===== src/rtl/pendigits_frame_loader_pkg.sv =====
// Shared constants and types for the Pendigits frame loader.
package pendigits_pkg;

    localparam int NUM_A          = 16;
    localparam int WIDTH_A        = 4;
    localparam int OUTWIDTH       = 4;
    localparam int DEFAULT_SETTLE = 3;
    localparam int IDX_W          = $clog2(NUM_A);

    typedef enum logic {
        LOAD   = 1'b0,
        SETTLE = 1'b1
    } state_e;

endpackage


===== src/rtl/pendigits_frame_loader_if.sv =====
// Feature stream in and class result out, grouped as one bundle.
// The loader sits on the slave side; the feeder/consumer on the master side.
interface pendigits_frame_loader_if #(
    parameter int WIDTH_A  = 4,
    parameter int OUTWIDTH = 4
);
    logic                s_valid;
    logic                s_ready;
    logic [WIDTH_A-1:0]  s_data;
    logic                s_last;
    logic                m_valid;
    logic                m_ready;
    logic [OUTWIDTH-1:0] m_class;

    modport master (
        output s_valid, s_data, s_last, m_ready,
        input  s_ready, m_valid, m_class
    );

    modport slave (
        input  s_valid, s_data, s_last, m_ready,
        output s_ready, m_valid, m_class
    );
endinterface


===== src/rtl/pendigits_frame_loader_settle_timer.sv =====
// 8-bit loadable down-counter that reports when it has reached zero.
module settle_timer (
    input  logic       clk,
    input  logic       rst_n,
    input  logic       load_i,
    input  logic [7:0] load_val_i,
    input  logic       dec_i,
    output logic       zero_o
);

    logic [7:0] count_q;
    logic [7:0] count_d;

    // Load takes priority; decrement saturates at zero.
    always_comb begin
        count_d = count_q;
        if (load_i) begin
            count_d = load_val_i;
        end else if (dec_i && (count_q != 8'd0)) begin
            count_d = count_q - 8'd1;
        end
    end

    // Counter register.
    always_ff @(posedge clk or negedge rst_n) begin
        if (!rst_n) begin
            count_q <= 8'd0;
        end else begin
            count_q <= count_d;
        end
    end

    assign zero_o = (count_q == 8'd0);

endmodule


===== src/rtl/pendigits_frame_loader.sv =====
// Streams features into the classifier input vector, waits a settle time,
// then captures the classifier output onto a valid/ready result port.
//
// state  | meaning
// LOAD   | accepting feature beats into inp slots
// SETTLE | inp frozen, counting down before sampling cls_in
module pendigits_frame_loader #(
    parameter int NUM_A         = pendigits_pkg::NUM_A,
    parameter int WIDTH_A       = pendigits_pkg::WIDTH_A,
    parameter int OUTWIDTH      = pendigits_pkg::OUTWIDTH,
    parameter int SETTLE_CYCLES = pendigits_pkg::DEFAULT_SETTLE
) (
    input  logic                       clk,
    input  logic                       rst_n,
    pendigits_frame_loader_if.slave    bus,
    output logic [NUM_A*WIDTH_A-1:0]   inp,
    input  logic [OUTWIDTH-1:0]        cls_in,
    output logic                       frame_err
);

    localparam int                LIDX_W   = $clog2(NUM_A);
    localparam logic [LIDX_W-1:0] LAST_IDX = LIDX_W'(NUM_A - 1);
    localparam logic [7:0]        SETTLE_V = 8'(SETTLE_CYCLES);

    import pendigits_pkg::*;

    state_e                     state_q, state_d;
    logic [LIDX_W-1:0]          idx_q, idx_d;
    logic [NUM_A*WIDTH_A-1:0]   inp_q, inp_d;
    logic                       m_valid_q, m_valid_d;
    logic [OUTWIDTH-1:0]        m_class_q, m_class_d;
    logic                       frame_err_q, frame_err_d;

    logic s_ready;
    logic beat;
    logic at_last;
    logic timer_load;
    logic timer_dec;
    logic timer_zero;

    // The final slot is held off while a result is still pending, so a new
    // capture can never overwrite an unconsumed class.
    assign at_last = (idx_q == LAST_IDX);
    assign s_ready = (state_q == LOAD) && !(at_last && m_valid_q);
    assign beat    = bus.s_valid && s_ready;

    settle_timer u_settle_timer (
        .clk        (clk),
        .rst_n      (rst_n),
        .load_i     (timer_load),
        .load_val_i (SETTLE_V),
        .dec_i      (timer_dec),
        .zero_o     (timer_zero)
    );

    // Next-state, slot write decode and result register update.
    always_comb begin
        state_d     = state_q;
        idx_d       = idx_q;
        inp_d       = inp_q;
        m_valid_d   = m_valid_q;
        m_class_d   = m_class_q;
        frame_err_d = 1'b0;
        timer_load  = 1'b0;
        timer_dec   = 1'b0;

        if (m_valid_q && bus.m_ready) begin
            m_valid_d = 1'b0;
        end

        case (state_q)
            LOAD: begin
                if (beat) begin
                    inp_d[idx_q*WIDTH_A +: WIDTH_A] = bus.s_data;
                    if (at_last && bus.s_last) begin
                        idx_d      = '0;
                        timer_load = 1'b1;
                        state_d    = SETTLE;
                    end else if (at_last || bus.s_last) begin
                        idx_d       = '0;
                        frame_err_d = 1'b1;
                    end else begin
                        idx_d = idx_q + 1'b1;
                    end
                end
            end
            SETTLE: begin
                if (timer_zero) begin
                    m_class_d = cls_in;
                    m_valid_d = 1'b1;
                    state_d   = LOAD;
                end else begin
                    timer_dec = 1'b1;
                end
            end
            default: state_d = LOAD;
        endcase
    end

    // State and datapath registers.
    always_ff @(posedge clk or negedge rst_n) begin
        if (!rst_n) begin
            state_q     <= LOAD;
            idx_q       <= '0;
            inp_q       <= '0;
            m_valid_q   <= 1'b0;
            m_class_q   <= '0;
            frame_err_q <= 1'b0;
        end else begin
            state_q     <= state_d;
            idx_q       <= idx_d;
            inp_q       <= inp_d;
            m_valid_q   <= m_valid_d;
            m_class_q   <= m_class_d;
            frame_err_q <= frame_err_d;
        end
    end

    assign bus.s_ready = s_ready;
    assign bus.m_valid = m_valid_q;
    assign bus.m_class = m_class_q;
    assign inp         = inp_q;
    assign frame_err   = frame_err_q;

endmodule


===== src/flat_wrapper.sv =====
// flat-port wrapper written by rule: the top's interface ports become plain ports
module pendigits_frame_loader_flat import pendigits_pkg::*;
#(
    parameter int NUM_A         = pendigits_pkg::NUM_A,
    parameter int WIDTH_A       = pendigits_pkg::WIDTH_A,
    parameter int OUTWIDTH      = pendigits_pkg::OUTWIDTH,
    parameter int SETTLE_CYCLES = pendigits_pkg::DEFAULT_SETTLE
)
  (clk, rst_n, inp, cls_in, frame_err, bus_s_valid, bus_s_data, bus_s_last, bus_m_ready, bus_s_ready, bus_m_valid, bus_m_class);
  pendigits_frame_loader_if #(.WIDTH_A(WIDTH_A), .OUTWIDTH(OUTWIDTH)) bus_i ();
  input  logic clk;
  input  logic rst_n;
  output logic [NUM_A*WIDTH_A-1:0] inp;
  input  logic [OUTWIDTH-1:0] cls_in;
  output logic frame_err;
  input wire logic [$bits(bus_i.s_valid)-1:0] bus_s_valid;
  input wire logic [$bits(bus_i.s_data)-1:0] bus_s_data;
  input wire logic [$bits(bus_i.s_last)-1:0] bus_s_last;
  input wire logic [$bits(bus_i.m_ready)-1:0] bus_m_ready;
  output wire logic [$bits(bus_i.s_ready)-1:0] bus_s_ready;
  output wire logic [$bits(bus_i.m_valid)-1:0] bus_m_valid;
  output wire logic [$bits(bus_i.m_class)-1:0] bus_m_class;
  assign bus_i.s_valid = bus_s_valid;
  assign bus_i.s_data = bus_s_data;
  assign bus_i.s_last = bus_s_last;
  assign bus_i.m_ready = bus_m_ready;
  assign bus_s_ready = bus_i.s_ready;
  assign bus_m_valid = bus_i.m_valid;
  assign bus_m_class = bus_i.m_class;
  pendigits_frame_loader #(.NUM_A(NUM_A), .WIDTH_A(WIDTH_A), .OUTWIDTH(OUTWIDTH), .SETTLE_CYCLES(SETTLE_CYCLES)) u_core (.clk(clk), .rst_n(rst_n), .bus(bus_i), .inp(inp), .cls_in(cls_in), .frame_err(frame_err));
endmodule

===== config.mk =====
export PLATFORM = sky130hd
export DESIGN_NAME = pendigits_frame_loader_flat
export DESIGN_NICKNAME = d
export VERILOG_FILES = /design/src/rtl/pendigits_frame_loader_pkg.sv /design/src/rtl/pendigits_frame_loader_if.sv /design/src/rtl/pendigits_frame_loader_settle_timer.sv /design/src/rtl/pendigits_frame_loader.sv /design/src/flat_wrapper.sv
export SDC_FILE = /design/constraint.sdc
export NUM_CORES = 1
export LEC_CHECK = 0
export CAP_MARGIN = 20
export CORE_ASPECT_RATIO = 0.6
export CORE_MARGIN = 5
export CORE_UTILIZATION = 40
export CTS_CLUSTER_SIZE = 24
export DETAILED_ROUTE_END_ITERATION = 12
export PLACE_DENSITY = 0.65
export SYNTH_ARGS = -nofsm -noshare
export SYNTH_HDL_FRONTEND = slang
export SYNTH_HIERARCHICAL = 1
export SYNTH_SLANG_ARGS = --single-unit
export TNS_END_PERCENT = 5

===== constraint.sdc =====
create_clock -name clk -period 3.5 [get_ports clk]
set_input_delay 0.7 -clock clk [delete_from_list [all_inputs] [get_ports clk]]
set_output_delay 0.7 -clock clk [all_outputs]
set_load 0.05 [all_outputs]

==> flow_metrics.env <==
export IMPL_cp_start_kind="flip-flop"
export IMPL_netlist_area_mm2=0.00402
export IMPL_slew_violations=0
export IMPL_post_cts_buffers=0
export IMPL_die_area_mm2=0.0122
export IMPL_fin_skew_ps=7.36
export IMPL_required_ps=2800
export IMPL_yosysSeqAreaShare=0.516
export IMPL_power_density_mw_per_mm2=700
export IMPL_met3_wirelength_um=823
export IMPL_cts_reportedPaths_clkPinSlew_ps=60
export IMPL_drv_cap=0
export IMPL_topRoutingLayerUsed="met4"
export IMPL_async_reset_ff_frac=1.00
export IMPL_relSlewSlack=0.424
export IMPL_routabilityCongestion=0.805
export IMPL_slowest_delay_ps=820
export IMPL_ctsRootBufferMaster="clkbuf_16"
export IMPL_drive_above_1_share=0.226
export IMPL_setup_violations=0
export IMPL_worstMarginPinSlew_ps=859
export IMPL_wirelength_um=10100
export IMPL_io_buffers=83
export IMPL_cts_sinks=83
export IMPL_synth_cells=340
export IMPL_cts_buffer_depth=2
export IMPL_intPower_mw=2.17
export IMPL_syn_avg_cell_area_um2=11.8
export IMPL_cp_data_arrival_time_ps=2550
export IMPL_crit_family="buffers and inverters"
export IMPL_grt_setup_unrepaired="no"
export IMPL_yosysUniqueCellTypes=54
export IMPL_status="completed"
export IMPL_io_pins=84
export IMPL_drtPass1Iterations=4
export IMPL_vias_per_cell=5.22
export IMPL_finalSetupTns_ps=0
export IMPL_clock_latency_ps=330
export IMPL_cts_hold_buf=0
export IMPL_r2r_start="u_core/idx_q[0]"
export IMPL_seqPwrFrac=0.352
export IMPL_coreArea_mm2=0.00984
export IMPL_grt_usage=0.174
export IMPL_path_cells="buf_4, ha_1, and3_1, a21oi_1, clkdlybuf4s50_1"
export IMPL_r2r_slack_ps=590
export IMPL_fillers=827
export IMPL_clkPwrFrac=0.225
export IMPL_grt_pass1_wl_um=16700
export IMPL_synth_ff_type="dfrtp_1"
export IMPL_wl_per_cell_um=17.5
export IMPL_vias=3013
export IMPL_worstSetupPathType="reg2out"
export IMPL_hold_violations=0
export IMPL_ys_seq_elements=83
export IMPL_post_synth_top_count_cell="dfrtp_1"
export IMPL_chipHeight_um=87.7
export IMPL_cp_startpoint="u_core/idx_q[0]"
export IMPL_critPathCaptureType="output pin"
export IMPL_start_util=0.409
export IMPL_grt_pass1_vias=3008
export IMPL_power_switching_mw=1.56
export IMPL_cts_buffers=9
export IMPL_hold_class="in2async"
export IMPL_rows=28
export IMPL_cp_slowest_cell="clkdlybuf4s50_1"
export IMPL_antenna_found_initial=0
export IMPL_hold_slack_ps=340
export IMPL_ir_drop_mv=0.487
export IMPL_finalCritPeriodShare=0.930
export IMPL_wl_met2_um=4000
export IMPL_grt_max_degree=84
export IMPL_drc=0
export IMPL_max_freq_mhz=307
export IMPL_antenna_left=0
export IMPL_crit_path_max_fanout=12
export IMPL_pwr_share_comb=0.422
export IMPL_cts_tree="done"
export IMPL_path_buf_inv=2
export IMPL_setup_ws_ps=246
export IMPL_insertedDiodeCount=0
export IMPL_wl_met1_um=5280
export IMPL_cts_resized_gates=0
export IMPL_ys_top_cells_by_area="dfrtp_1 (52%), mux2_2 (15%), mux2i_1 (3.0%)"
export IMPL_hpwl_um=7530
export IMPL_dpl_worst_slack_ps=515
export IMPL_synth_top_area_cell="dfrtp_1"
export IMPL_die_width_um=139
export IMPL_netSwitchingFraction=0.419
export IMPL_synthTopCellsByCount="dfrtp_1 (83), mux2_2 (52), inv_1 (20), nand2_1 (19), nor2_1 (15)"
export IMPL_synth_top_area_frac=0.516
export IMPL_htreeDepth=3
export IMPL_synth_edff_count=0
export IMPL_yosys_warnings=6
export IMPL_syn_to_final_growth_pct=32.6
export IMPL_period_minus_slack_ps=3250
export IMPL_gr_total_overflow=0
export IMPL_nets=458
export IMPL_drt_iter0_drc=191
export IMPL_leakage_nw=2.34
-- path summary, 6_finish.rpt --
path / end / cells after the start
max: bus_s_ready / 5
min: u_core/inp[59] / 1
max reg2reg: u_core/inp[52] / 6
min reg2reg: u_core/inp[4] / 1
max in group asynchronous: u_core/inp[5] / 2
min in group clk: u_core/inp[4] / 1
-- final cells by class --
cell class / count / area, µm² / area share
timing repair buffer: 91 / 901 / 0.169
clock buffer: 10 / 229 / 0.0429
tap: 135 / 169 / 0.0317
clock inverter: 5 / 31.3 / 0.00587
inverter: 21 / 78.8 / 0.0148
sequential: 83 / 2080 / 0.389
multi-input combinational: 232 / 1850 / 0.346
-- power by group through the flow --
stage	Clock, mW	Combinational, mW	Sequential (mW)
after floorplan	0	0.467	1.88
final	0.841	1.58	1.32
after detailed placement	0	1.58	1.33
after CTS	0.864	1.58	1.32
after global placement	0	1.55	1.32
after global routing	0.903	1.68	1.35
-- state kept, by name, indices dropped and copies added, names as in the netlist --
register / count
u_core/idx_q: 4
u_core/state_q: 1
u_core/inp: 64
u_core/bus.m_class: 4
u_core/frame_err: 1
u_core/bus.m_valid: 1
u_core/u_settle_timer/count_q: 8
-- layout by cell type, fill, tap and decap left out, types with 7 or more instances in the layout --
cell / count
dfrtp_1: 83
mux2i_1: 12
clkbuf_16: 9
buf_4: 8
ha_1: 7
nor3_2: 9
nor3_1: 7
mux2_2: 52
clkdlybuf4s50_1: 82
conb_1: 8
inv_1: 20
nor3b_1: 7
and2_1: 7
and3_1: 8
o21ai_0: 7
nand3_1: 11
nand2_1: 19
nor2_1: 15
-- routing by layer --
metal	vias to the layer above	global-route usage
li1	1406	-
met1	1510	0.274
met2	95	0.223
met3	2	0.0606
met4	0	0.0400
met5	-	0
-- worst reg2reg max path, stage by stage, from the launching register on --
cell and delay (ps):
dfrtp_1 560, inv_1 180, ha_1 350, nor3b_1 230, or3_1 540, nor4_2 560, mux2_2 400
-- cells by family (layout without fill, tap and decap cells) --
family,count (synthesis),after routing,synth area share
flops,83,83,0.516
compound gates,29,29,0.0523
xor+xnor,2,2,0.00809
mux,67,67,0.184
fa+ha+maj,7,7,0.0218
other cells,2,8,0.00187
simple gates,119,119,0.186
buf+inv,31,127,0.0302
-- stage by stage --
step	power, mW	instance area [µm²]	util	cells
after floorplan	2.35	4050	-	346
after global placement	2.88	5050	0.513	561
after detailed placement	2.90	5050	0.513	561
after CTS	3.76	5310	0.540	576
after global routing	3.93	5330	0.542	577
final	3.74	5330	0.542	577
No activity file was read; power rests on OpenSTA's default activity.
